--- config.mk ---
export PLATFORM = sky130hd
export DESIGN_NAME = nand_erase_issuer
export DESIGN_NICKNAME = d
export VERILOG_FILES = /design/src/rtl/nand_erase_issuer.sv
export SDC_FILE = /design/constraint.sdc
export NUM_CORES = 1
export LEC_CHECK = 0
export CAP_MARGIN = 20
export CORE_AREA = 10 10 118 120
export CTS_CLUSTER_SIZE = 12
export DETAILED_ROUTE_END_ITERATION = 10
export DIE_AREA = 0 0 128 130
export GPL_TIMING_DRIVEN = 0
export PLACE_DENSITY = 0.88
export SLEW_MARGIN = 20
export SYNTH_ARGS = -nofsm -noshare
export SYNTH_HDL_FRONTEND = slang
export SYNTH_SLANG_ARGS = --single-unit
--- constraint.sdc ---
create_clock -name clk -period 4.25 [get_ports clk]
set_input_delay 0.85 -clock clk [delete_from_list [all_inputs] [get_ports clk]]
set_output_delay 0.85 -clock clk [all_outputs]
set_load 0.02 [all_outputs]
--- src/rtl/nand_erase_issuer.sv ---
// Block-erase command issuer: accepts scheduler requests, strobes the erase command into the
// PHY sequencer, tracks PHY status to completion with a bounded wait, and returns a completion record.
module nand_erase_issuer #(
    parameter int unsigned          TIMEOUT_W   = 24,
    parameter logic [TIMEOUT_W-1:0] TIMEOUT_MAX = 24'hFF_FFFF
) (
    input  logic        clk,
    input  logic        rst_n,
    input  logic        i_req_valid,
    output logic        o_req_ready,
    input  logic [15:0] i_req_id,
    input  logic [23:0] i_req_row,
    input  logic        i_req_dae,
    input  logic        i_req_enh,
    output logic        o_cmd_valid,
    input  logic        i_cmd_ready,
    output logic        o_isefirst,
    output logic [15:0] o_cmd,
    output logic [15:0] o_cmd_id,
    output logic [47:0] o_addr,
    output logic [63:0] o_data,
    output logic [31:0] o_cmd_param,
    output logic        o_keep_wait,
    input  logic [1:0]  i_phy_status,
    output logic        o_done_valid,
    input  logic        i_done_ready,
    output logic [15:0] o_done_id,
    output logic        o_done_timeout,
    output logic        o_done_err,
    output logic [2:0]  o_dbg_state
);

    typedef enum logic [2:0] {
        S_IDLE    = 3'd0,
        S_ISSUE   = 3'd1,
        S_RUN     = 3'd2,
        S_WAITRDY = 3'd3,
        S_DONE    = 3'd4
    } state_e;

    localparam logic [TIMEOUT_W-1:0] TO_LAST = TIMEOUT_MAX - TIMEOUT_W'(1);

    state_e               state_q;
    logic                 req_ready_q;
    logic [15:0]          id_q;
    logic [23:0]          row_q;
    logic                 dae_q;
    logic                 enh_q;
    logic [TIMEOUT_W-1:0] cnt_q;
    logic                 done_valid_q;
    logic [15:0]          done_id_q;
    logic                 done_timeout_q;
    logic                 done_err_q;

    logic accept;
    logic timeout_hit;

    // Every channel transfers on a cycle where valid and ready are both high; a valid, once
    // raised, is held with stable payload until it transfers. The command strobe is the
    // exception: the PHY leaves IDLE on valid alone, so it is only raised while ready is high.
    assign accept      = i_req_valid & req_ready_q;
    assign timeout_hit = (cnt_q == TO_LAST);

    assign o_req_ready    = req_ready_q;
    assign o_cmd_valid    = (state_q == S_ISSUE) & i_cmd_ready;
    assign o_isefirst     = dae_q;
    assign o_cmd          = 16'hD060;
    assign o_cmd_id       = id_q;
    assign o_addr         = {24'h0, row_q};
    assign o_data         = '0;
    // Bit 15 marks a block erase, bit 14 selects the enhanced status wait.
    assign o_cmd_param    = {16'h0, 1'b1, enh_q, 10'h0, 3'd3, 1'b1};
    assign o_keep_wait    = 1'b0;
    assign o_done_valid   = done_valid_q;
    assign o_done_id      = done_id_q;
    assign o_done_timeout = done_timeout_q;
    assign o_done_err     = done_err_q;
    assign o_dbg_state    = state_q;

    always_ff @(posedge clk or negedge rst_n) begin
        if (!rst_n) begin
            state_q        <= S_IDLE;
            req_ready_q    <= 1'b0;
            id_q           <= '0;
            row_q          <= '0;
            dae_q          <= 1'b0;
            enh_q          <= 1'b0;
            cnt_q          <= '0;
            done_valid_q   <= 1'b0;
            done_id_q      <= '0;
            done_timeout_q <= 1'b0;
            done_err_q     <= 1'b0;
        end else begin
            req_ready_q <= (state_q == S_IDLE) && (i_phy_status == 2'b00) && !accept;
            case (state_q)
                S_IDLE: begin
                    if (accept) begin
                        id_q    <= i_req_id;
                        row_q   <= i_req_row;
                        dae_q   <= i_req_dae;
                        enh_q   <= i_req_enh;
                        cnt_q   <= '0;
                        state_q <= S_ISSUE;
                    end
                end
                S_ISSUE: begin
                    if (i_cmd_ready) begin
                        state_q <= S_RUN;
                    end
                end
                S_RUN, S_WAITRDY: begin
                    cnt_q <= cnt_q + TIMEOUT_W'(1);
                    // A one-cycle READY outranks both the error and the timeout exits.
                    if (i_phy_status == 2'b11) begin
                        state_q        <= S_DONE;
                        done_valid_q   <= 1'b1;
                        done_id_q      <= id_q;
                        done_timeout_q <= 1'b0;
                        done_err_q     <= 1'b0;
                    end else if ((state_q == S_WAITRDY) && (i_phy_status == 2'b00)) begin
                        state_q        <= S_DONE;
                        done_valid_q   <= 1'b1;
                        done_id_q      <= id_q;
                        done_timeout_q <= 1'b0;
                        done_err_q     <= 1'b1;
                    end else if (timeout_hit) begin
                        state_q        <= S_DONE;
                        done_valid_q   <= 1'b1;
                        done_id_q      <= id_q;
                        done_timeout_q <= 1'b1;
                        done_err_q     <= 1'b0;
                    end else if ((state_q == S_RUN) && (i_phy_status != 2'b00)) begin
                        state_q <= S_WAITRDY;
                    end
                end
                S_DONE: begin
                    if (i_done_ready) begin
                        done_valid_q   <= 1'b0;
                        done_timeout_q <= 1'b0;
                        done_err_q     <= 1'b0;
                        state_q        <= S_IDLE;
                    end
                end
                default: state_q <= S_IDLE;
            endcase
        end
    end

endmodule

* Word-level counts from Yosys, hierarchy flattened
Cells that the tools add are included.
** Cells by class
- $add $sub $neg :: 1
- Reductions and logical operators :: 17
- Bitwise gates (word level) :: 2
- Equal/unequal tests :: 11
- Multiplexer cells :: 25
** Operators by type and width (number)
- $mux W16 :: 3
- $pmux W24 S2 :: 1
- $add A24 B1 Y24 const B :: 1
- $eq A24 B24 Y1 const B :: 1
- $mux W24 :: 1
- $mux W3 :: 7
- $pmux W3 S4 :: 1
- $mux W1 :: 9
- $eq A3 B2 Y1 const B :: 2
- $ne A2 B2 Y1 const B :: 3
- $pmux W1 S2 :: 3
- $reduce_and A2 Y1 :: 3
- $reduce_bool A2 Y1 :: 3
- $ne A5 B5 Y1 const B :: 1
- $logic_and A1 B1 Y1 :: 4
- $ne A4 B4 Y1 const B :: 1
- $reduce_and A4 Y1 :: 1
- $eq A3 B1 Y1 const B :: 1
- $eq A3 B3 Y1 const B :: 1
- $logic_not A3 Y1 :: 1
- $reduce_and A3 Y1 :: 1
- $reduce_bool A3 Y1 :: 1
- $and A1 B1 Y1 :: 2
- $eq A2 B2 Y1 const B :: 1
- other kinds (3) :: 3
** Storage, ports and cells
- Bits of input ports :: 49
- Register bits :: 89
- Output and inout bits :: 202
- Word-level logic and storage cells :: 67

* Depth between registers and ports, before layout
Gate-level depths: netlist of the first run.
- Depth after elaboration :: 7
- Mapped depth :: 7
- Depth with buffers taken out :: 6

* Least setup slack after synthesis of the first run
No wires, ideal clock.
- Path kind :: input -> register
- Start :: input i_phy_status[0]
- End :: register done_id_q[10] (netlist: o_done_id[10])
- Stages on the path :: 5
- Data arrival time :: 2.059 ns
- Path buffers :: 1
- Setup slack :: 2.063 ns
- Required time :: 4.122 ns
- Setup time :: 0.128 ns
- Cells stage by stage :: and2_1 o21ai_0 a21boi_2 buf_2 mux2_1
** Between the ends
- Longest elaborated chain between the ends :: 4
- Elaborated cells between the ends (all ways) :: 7
- Classes of those cells :: eq/ne: 1; mux: 2; reduce/logical: 4
** Ends and longest elaborated chain
- start, declared :: RTL line 24 : input logic [1:0] i_phy_status,
- $logic_not A2 Y1 :: RTL line 120 : end else if ((state_q == S_WAITRDY) && (i_phy_status == 2'b00)) begin
- $logic_and A1 B1 Y1 :: RTL line 120
- $reduce_bool A3 Y1 (no source line) or $mux W16 (tied branches)
- $reduce_and A2 Y1 (no source line) or $mux W16 (tied branches)
- end signal, assigned :: RTL line 117 : done_id_q <= id_q;
- end signal, assigned :: RTL line 123 : done_id_q <= id_q;
- end signal, assigned :: RTL line 129 : done_id_q <= id_q;
- end, declared :: RTL line 51 : logic [15:0] done_id_q;
Several ways; a longest one is shown, not always the timed one.
A chain may end at the register's enable or synchronous reset.

* Worst setup path after layout of the first run
- Start :: input i_cmd_ready
- End :: output o_cmd_valid
** Between the ends
- Longest elaborated chain between the ends :: 1
** Ends and longest elaborated chain
- start, declared :: RTL line 16 : input logic i_cmd_ready,
- $and A1 B1 Y1 :: RTL line 65 : assign o_cmd_valid = (state_q == S_ISSUE) & i_cmd_ready;
- end, declared :: RTL line 15 : output logic o_cmd_valid,
Every way passes these cells.

==> results_dict.tcl, run 1 <==
set metrics [dict create \
    status "finished, final reports clean" \
    coreArea_mm2 0.0117 \
    first_global_vias 4232 \
    regArea_mm2 0.00223 \
    cts_buffer_depth 2 \
    finish.utilization_pct 60.2 \
    portBuffers 114 \
    synth_edf_count 0 \
    grt_overflow 0 \
    grt_pass1_wl_um 20900 \
    worstSkewPairLatency_ns 0.34 \
    setup_viol 0 \
    cts.reportedPaths.clkPinSlew_ns 0.07 \
    synth_top_area_cell "dfrtp_1" \
    ys.flop_type "dfrtp_1" \
    totalWireLength_um 13200 \
    vias 4033 \
    synth.distinct_cells 48 \
    tightest_slew_ns 0.590 \
    ys_warn_count 0 \
    yosys-top-cells-area "dfrtp_1 46%, buf_4 21%, nand2_1 11%" \
    dp_hpwl_um 10600 \
    die_h_um 130 \
    synth.top_cell.area_share_pct 45.7 \
    gp_congestion 0.808 \
    syn-instance-count 531 \
    globalRouteTotalUtil_pct 15.5 \
    dieWidth_um 128 \
    wire_per_inst_um 14.0 \
    antenna_found_initial 0 \
    cts-root-buf "clkbuf_16" \
    synth_area_per_cell_um2 9.17 \
    ys_seq_area_share_pct 45.7 \
    post-cts-setup-buffers 0 \
    leakage_nw 3.69 \
    initial_utilization_pct 41.6 \
    fill_cells 1031 \
    area_delta_synth_final_pct 44.7 \
    vias_per_cell 4.28 \
    fin_nets 842 \
    worst-endpoint-arrival_ns 2.11 \
    drc 0 \
    drv_cap 0 \
    synthArstFlopShare_pct 100 \
    first_pass_iters 4 \
    peakVddDrop_uv 373 \
    worstSetupStartpointType "input port" \
    grt_start_max_net_pins 52 \
    die-area_mm2 0.0166 \
    cts.sinks 89 \
    rows 40 \
    cp.required_ns 3.40 \
    fmaxAchievable_ghz 0.338 \
    criticalPathCategory "in -> out" \
    synth_area_mm2 0.00487 \
    drtIter0Drc 141 \
    ctsHoldBuffers 0 \
    cp_max_fo 2 \
    layout-drive-gt1-share_pct 21.2 \
    relSlewSlack_pct 60.4 \
    diodes 0 \
    period_minus_slack_ns 2.96 \
    multi_input_area_mm2 0.00204 \
    rsz0062_at_grt "false" \
    ys_ff_latch 89 \
    hp-class "reg -> reg" \
    cts_tree "done" \
    fin_skew_ns 0.00629 \
    endpoint_kind "output pin" \
    htreeDepth 3 \
    cts.repair.resized 0 \
    numCtsBuffers 9 \
    powerDensity_mw_per_mm2 598 \
    slew_violations 0 \
    power_mw 4.22 \
    timing.final.hold_violations 0 \
    io_pins 251 \
    ant_nets 0 \
    period_share_pct 69.7 \
]
==> cell families (layout without fill, tap and decap cells) <==
group / count (synthesis) / in the layout / synth area share, %
flip-flops: 89 / 89 / 45.7
AO/OA/AOI/OAI: 37 / 37 / 4.80
AND/OR/NAND/NOR: 216 / 216 / 20.2
XOR/XNOR: 6 / 6 / 1.08
adder cells (fa/ha/maj): 2 / 2 / 0.514
multiplexers: 21 / 21 / 4.73
buffers and inverters: 158 / 289 / 22.8
other: 2 / 136 / 0.154
==> through the flow <==
step                hold WS [ns]  TNS (ns)  std cells  worst slack, ns  area [um^2]
CTS                        0.477         0        943             1.29         7050
floorplan                  0.445         0        665             2.06         5370
detailed placement         0.461         0        927             1.19         6720
global placement           0.456    -80.67        926           -0.913         6700
finish                     0.474         0        943             1.29         7050
global route               0.497         0        943             1.25         7050
==> synthesized netlist by cell type (2+ instances only) <==
| library cell | count |
|---|---|
| buf_4 | 137 |
| nand2_1 | 146 |
| xor2_1 | 6 |
| mux2_1 | 8 |
| nand4_1 | 9 |
| mux2_2 | 8 |
| nor4_1 | 2 |
| nand2b_1 | 2 |
| o21ai_0 | 9 |
| clkbuf_1 | 10 |
| buf_2 | 2 |
| a21oi_1 | 9 |
| o31ai_1 | 3 |
| o21ai_1 | 2 |
| and4_1 | 3 |
| conb_1 | 2 |
| nand3_1 | 8 |
| a31oi_1 | 2 |
| ha_1 | 2 |
| mux2i_1 | 5 |
| and2_1 | 3 |
| or4_1 | 6 |
| nor2_1 | 13 |
| or3_1 | 3 |
| dfrtp_1 | 89 |
| nor3_1 | 5 |
| inv_1 | 6 |
| o211ai_1 | 3 |
| buf_1 | 3 |
| nand4b_1 | 2 |
| and3_1 | 6 |
==> report_power, final <==
part           internal (mW)  switching, mW
clock network          0.520          0.341
logic                  0.862           1.02
registers               1.21          0.268
total                   2.59           1.63
==> worst max-delay path, stage by stage <==
cell,delay [ns]
clkdlybuf4s50_1,0.48
and3_1,0.16
clkdlybuf4s50_1,0.62
==> metal layers <==
metal / up-vias / GRT usage [%] / part of all wire (%)
met5: - / 0 / 0
met4: 0 / 5.03 / 1.3
met3: 11 / 7.55 / 10
met2: 154 / 28.0 / 54
met1: 1869 / 15.3 / 34
li1: 1999 / - / -
==> registers in the layout (all words and copies together), names as in the netlist <==
| signal | count |
|---|---|
| o_dbg_state | 3 |
| enh_q | 1 |
| o_cmd_id | 16 |
| o_done_id | 16 |
| row_q | 24 |
| o_done_timeout | 1 |
| cnt_q | 24 |
| o_done_err | 1 |
| o_done_valid | 1 |
| o_isefirst | 1 |
| o_req_ready | 1 |
==> area by class of cell <==
| type | instances | share of cell area (%) |
|---|---|---|
| Multi-Input combinational cell | 418 | 28.9 |
| Buffer | 152 | 15.4 |
| Inverter | 6 | 0.319 |
| Clock buffer | 9 | 3.19 |
| Timing Repair Buffer | 115 | 16.5 |
| Sequential cell | 89 | 31.6 |
| Tap cell | 147 | 2.61 |
| Clock inverter | 7 | 1.44 |
==> layout by cell type, fill, tap and decap left out, types with 2 or more instances in the layout <==
cell type and count:
nand2_1 146, buf_4 138, conb_1 136, clkdlybuf4s50_1 113, dfrtp_1 89, nor2_1 13
clkbuf_1 10, o21ai_0 9, nand4_1 9, a21oi_1 9, clkbuf_16 9, nand3_1 8
mux2_1 8, mux2_2 8, inv_1 6, and3_1 6, xor2_1 6, or4_1 6
nor3_1 5, mux2i_1 5, or3_1 3, and2_1 3, o31ai_1 3, buf_1 3
and4_1 3, o211ai_1 3, buf_2 2, nand2b_1 2, nand4b_1 2, nor4_1 2
a31oi_1 2, o21ai_1 2, ha_1 2, clkinvlp_4 2, inv_6 2, bufinv_16 2
==> worst paths after layout <==
kind	cells after the start	slack, ns	to	startpoint
max	3	1.29	o_cmd_valid	i_cmd_ready
min	2	0.47	row_q[6]$_DFFE_PN0P_	row_q[6]$_DFFE_PN0P_
max reg2reg	7	1.78	o_done_id[10]$_DFFE_PN0P_	o_dbg_state[1]$_DFFE_PN0P_
min reg2reg	2	0.47	row_q[6]$_DFFE_PN0P_	row_q[6]$_DFFE_PN0P_
max in group asynchronous	2	3.15	row_q[4]$_DFFE_PN0P_	rst_n
min in group asynchronous	1	0.48	o_cmd_id[7]$_DFFE_PN0P_	rst_n
No activity file was read; power rests on OpenSTA's default activity.
==> inputs of run 2 (changes only) <==
--- a/config.mk
+++ b/config.mk
@@ -6,12 +6,12 @@
 export NUM_CORES = 1
 export LEC_CHECK = 0
 export CAP_MARGIN = 20
-export CORE_AREA = 10 10 118 120
+export CORE_AREA = 10 10 128 130
 export CTS_CLUSTER_SIZE = 12
 export DETAILED_ROUTE_END_ITERATION = 10
-export DIE_AREA = 0 0 128 130
+export DIE_AREA = 0 0 138 140
 export GPL_TIMING_DRIVEN = 0
-export PLACE_DENSITY = 0.88
+export PLACE_DENSITY = 0.79
 export SLEW_MARGIN = 20
 export SYNTH_ARGS = -nofsm -noshare
 export SYNTH_HDL_FRONTEND = slang
==> constraint.sdc (replaced) <==
create_clock -name clk -period 2.6 [get_ports clk]
set_input_delay 0.52 -clock clk [delete_from_list [all_inputs] [get_ports clk]]
set_output_delay 0.52 -clock clk [all_outputs]
set_load 0.02 [all_outputs]
==> run 2 against run 1 <==
Compared with the run above: wire length rose by 0.80%; final cell count rose by 3.5%; setup slack got worse by 1.1 ns; largest cell class unchanged; critical endpoint unchanged; critical path type is now reg -> out; first-iteration DRC count rose by 5.7%; combinational power rose by 63%; core utilization fell by 8.5 points; flip-flop and latch count did not move; die area rose by 16%.
==> results_dict.tcl, run 2 (synthesized netlist as in run 1, its figures left out) <==
set metrics [dict create \
    status "finished, final reports clean" \
    ant_nets 0 \
    r2r_cells 7 \
    hp-class "in -> async" \
    power_mw 6.97 \
    coreArea_mm2 0.0138 \
    cts.reportedPaths.clkPinSlew_ns 0.07 \
    period_share_pct 93.7 \
    r2r-start "o_dbg_state[1]$_DFFE_PN0P_" \
    totalWireLength_um 13300 \
    grt_overflow 0 \
    die-area_mm2 0.0193 \
    netSwitchingPower_mw 2.63 \
    p_clk_share_pct 21.6 \
    p_seq_share_pct 34.4 \
    wire_per_inst_um 13.6 \
    cp.required_ns 2.08 \
    vias_per_cell 4.05 \
    grt_pass1_wl_um 20700 \
    fill_cells 1275 \
    initial_utilization_pct 35.4 \
    cts.sinks 89 \
    peakVddDrop_uv 500 \
    powerDensity_mw_per_mm2 978 \
    endpoint_kind "output pin" \
    area_delta_synth_final_pct 46.3 \
    multi_input_area_mm2 0.00204 \
    first_global_vias 3953 \
    first_pass_iters 4 \
    reg2reg_to "o_done_id[9]$_DFFE_PN0P_" \
    finish.utilization_pct 51.7 \
    fin_nets 842 \
    setup_viol 0 \
    cts_tree "done" \
    globalRouteTotalUtil_pct 12.9 \
    fin_skew_ns 0.0111 \
    mostFrequentLayoutCell "nand2_1" \
    cts-root-buf "clkbuf_16" \
    antenna_found_initial 0 \
    dp_hpwl_um 10600 \
    gp_congestion 0.883 \
    cp_max_fo 10 \
    slew_violations 0 \
    worstSetupStartpointType "flop" \
    worstSkewPairLatency_ns 0.33 \
    startpoint "o_dbg_state[2]$_DFFE_PN0P_" \
    intPower_mw 4.33 \
    io_pins 251 \
    drv_cap 0 \
    tightest_slew_ns 0.670 \
    criticalPathCategory "reg -> out" \
    numCtsBuffers 9 \
    portBuffers 114 \
    vias 3954 \
    crit_path_end "o_cmd_valid" \
    rsz0062_at_grt "false" \
    drtIter0Drc 149 \
    power_frac_comb_pct 43.9 \
    cts_buffer_depth 2 \
    worst-endpoint-arrival_ns 1.92 \
    diodes 0 \
    relSlewSlack_pct 55.0 \
    rrSetupSlack_ns 0.33 \
    drc 0 \
    die_h_um 140 \
    leakage_nw 3.72 \
    layout_common_cells "146 x nand2_1, 137 x buf_4, 136 x conb_1" \
    swShare_pct 37.8 \
    fmaxAchievable_ghz 0.411 \
    timing.final.hold_violations 0 \
    layout-drive-gt1-share_pct 21.2 \
    period_minus_slack_ns 2.44 \
    grt_start_max_net_pins 49 \
    htreeDepth 3 \
    dieWidth_um 138 \
    rows 43 \
    ctsHoldBuffers 0 \
    largestRegisters "cnt_q x24, row_q x24" \
    regArea_mm2 0.00223 \
]
==> run 2: metal layers <==
metal | global-route usage [%] | share of wire, % | up-vias
met2 | 22.8 | 53 | 158
met4 | 5.77 | 1.9 | 0
met5 | 0 | 0 | -
li1 | - | - | 1995
met3 | 5.07 | 10 | 16
met1 | 13.1 | 35 | 1785
==> run 2: repair_timing <==
action | in CTS | in global routing
endpoints found under the setup margin | 0 | 8
setup buffers | 0 | 0
resized for setup | 0 | 1
==> run 2: worst min-delay path by stage <==
stage	startpoint	slack, ns	depth (start not counted)	end
3_3_place_gp	row_q[13]$_DFFE_PN0P_	0.46	2	row_q[13]$_DFFE_PN0P_
2_1_floorplan	rst_n	0.22	0	cnt_q[0]$_DFFE_PN0P_
4_1_cts	rst_n	0.11	1	o_done_id[10]$_DFFE_PN0P_
3_5_place_dp	row_q[3]$_DFFE_PN0P_	0.46	2	row_q[3]$_DFFE_PN0P_
5_1_grt	rst_n	0.12	1	o_done_id[10]$_DFFE_PN0P_
6_report	rst_n	0.1	1	o_done_id[10]$_DFFE_PN0P_
==> run 2: per-stage QoR <==
stage	worst slack [ns]	area, um^2	cells	hold WS [ns]	TNS (ns)
after CTS	0.0896	7120	976	0.106	0
after floorplan	0.530	5370	665	0.224	0
final	0.164	7130	976	0.0987	0
after global placement	-2.32	6740	959	0.457	-206.88
after detailed placement	-0.164	6770	960	0.462	-1.22
after global routing	0.00929	7130	976	0.116	0
==> run 2: critical path, stage by stage (launching register included) <==
cell and delay [ns]:
dfrtp_1 0.40, clkbuf_1 0.21, nor2_1 0.18, and3_1 0.18, clkdlybuf4s50_1 0.61
==> run 2: power by group through the flow <==
| stage | Clock (mW) | Combinational (mW) | Sequential (mW) |
|---|---|---|---|
| floorplan | 0 | 1.11 | 2.94 |
| global placement | 0 | 3.03 | 2.39 |
| detailed placement | 0 | 3.07 | 2.42 |
| CTS | 1.55 | 3.09 | 2.40 |
| global route | 1.61 | 3.30 | 2.49 |
| finish | 1.51 | 3.06 | 2.40 |
==> run 2: final cells by class <==
class	instances	area share, %
flip-flops and latches	89	31.3
multi-input cells	418	28.7
repair buffers	115	16.4
plain buffers	152	15.3
clock buffers	9	3.16
well taps	180	3.16
clock inverters	7	1.74
inverters	6	0.316
==> patch, RTL diff (settings of run 2) <==
The parameter `TIMEOUT_W` goes from 24 to 36.
--- a/src/rtl/nand_erase_issuer.sv
+++ b/src/rtl/nand_erase_issuer.sv
@@ -2,5 +2,5 @@
 // PHY sequencer, tracks PHY status to completion with a bounded wait, and returns a completion record.
 module nand_erase_issuer #(
-    parameter int unsigned          TIMEOUT_W   = 24,
+    parameter int unsigned          TIMEOUT_W   = 36,
     parameter logic [TIMEOUT_W-1:0] TIMEOUT_MAX = 24'hFF_FFFF
 ) (
Behaviour: no difference found for any inputs over 10 cycles, from zero or initial values and one cycle with rst_n low; that may be too few to reach the edited logic, so the function may still have changed.
==> patch against run 2 <==
- worst setup slack got worse by 0.045 ns
- synthesized area increased by 13%
- worst hold slack got worse by 0.072 ns
- power rose by 0.75%
- wire length grew 11%
- sequential power rose by 10%
- final area is 8.4% higher
- sequential cell count up 12
- register-to-register slack lost 0.19 ns
- largest power group unchanged
==> patch: results (changes against run 2) <==
stage,metric,value,unit,change
outcome,outcome,completed,,
layout,nNetsFinal,900,,+6.9%
worst_setup_path,endpoint,cnt_q[35],,
logic_synthesis,synth-compound-area-share,0.0538,,+0.00578
logic_synthesis,yosys-top-cells-count,"150 x nand2_1, 139 x buf_4, 101 x dfrtp_1, 23 x nor2_1, 17 x nand3_1",,
detailed_routing,drt-total-wl,14800,um,+11%
logic_synthesis,avgSynthCellArea,9.30,um^2,+1.4%
detailed_routing,wl_met2,7540,um,+7.7%
power_and_ir_drop,clock_power,0.00140,W,-7%
worst_setup_path,arrival,2.75,ns,+0.83 ns
place,hpwl,11600,um,+9.5%
logic_synthesis,synth_seq_area_share,0.461,,+0.00343
grt,grt_max_degree,80,,+63%
clocking,cts-resized-gates,4,,+4
timing,holdWs,0.0269,ns,-0.0718 ns
layout,reg_top3,"cnt_q (36), row_q (24)",,
logic_synthesis,synth-xor-area-share,0.0287,,+0.0179
layout,fillCellCount,1248,,-2.1%
place,place_ws,-0.432,ns,-0.268 ns
timing,timing.final.ws_setup,0.119,ns,-0.0449 ns
timing,fin_skew,0.00655,ns,-0.00451 ns
detailed_routing,vias,4395,,+11%
worst_setup_path,reg2reg_slack,0.14,ns,-0.19 ns
place,place_area,0.00738,mm^2,+9.1%
logic_synthesis,ys_top_cells_by_area,"dfrtp_1 46%, buf_4 19%, nand2_1 10%, mux2_2 1.8%, nor2_1 1.6%",,
detailed_routing,met1_length,5490,um,+17%
power_and_ir_drop,sw_frac_of_total,0.380,,+0.00252
logic_synthesis,synth.area.mux_share,0.0401,,-0.00713
worst_setup_path,cp-startpoint,i_req_valid,,
power_and_ir_drop,ir_drop,0.631,mV,+26%
place,routabilityCongestion,0.842,,-4.6%
power_and_ir_drop,pwr-share-seq,0.378,,+0.034
grt,grt_pass1_vias,4528,,+15%
patch: changes by cell type after synthesis, sizes merged, moves of 4 or more:
cell / change
nand2: +4
nor2: +10
xnor2: +9
inv: +5
nand3: +10
or2: +4
dfrtp: +12
patch: per-layer routing:
layer,vias to the layer above,track usage
met3,13,0.0710
met2,158,0.254
met1,2041,0.152
met4,0,0.0461
li1,2183,-
met5,-,0
patch: area by class of cell:
cell class | instances | area (um^2) | share of cell area
Sequential cell | 101 | 2530 | 0.327
Multi-Input combinational cell | 459 | 2350 | 0.305
Timing Repair Buffer | 115 | 1170 | 0.151
Buffer | 152 | 1090 | 0.142
Clock buffer | 12 | 256 | 0.0332
Tap cell | 180 | 225 | 0.0292
Clock inverter | 4 | 55.1 | 0.00713
Inverter | 11 | 41.3 | 0.00534
patch: critical path, stage by stage:
cell and delay [ns]:
clkdlybuf4s50_1 0.53, nand3b_4 0.16, a2111oi_4 0.57, nand4_1 0.33, or4_1 0.48, a21oi_1 0.16
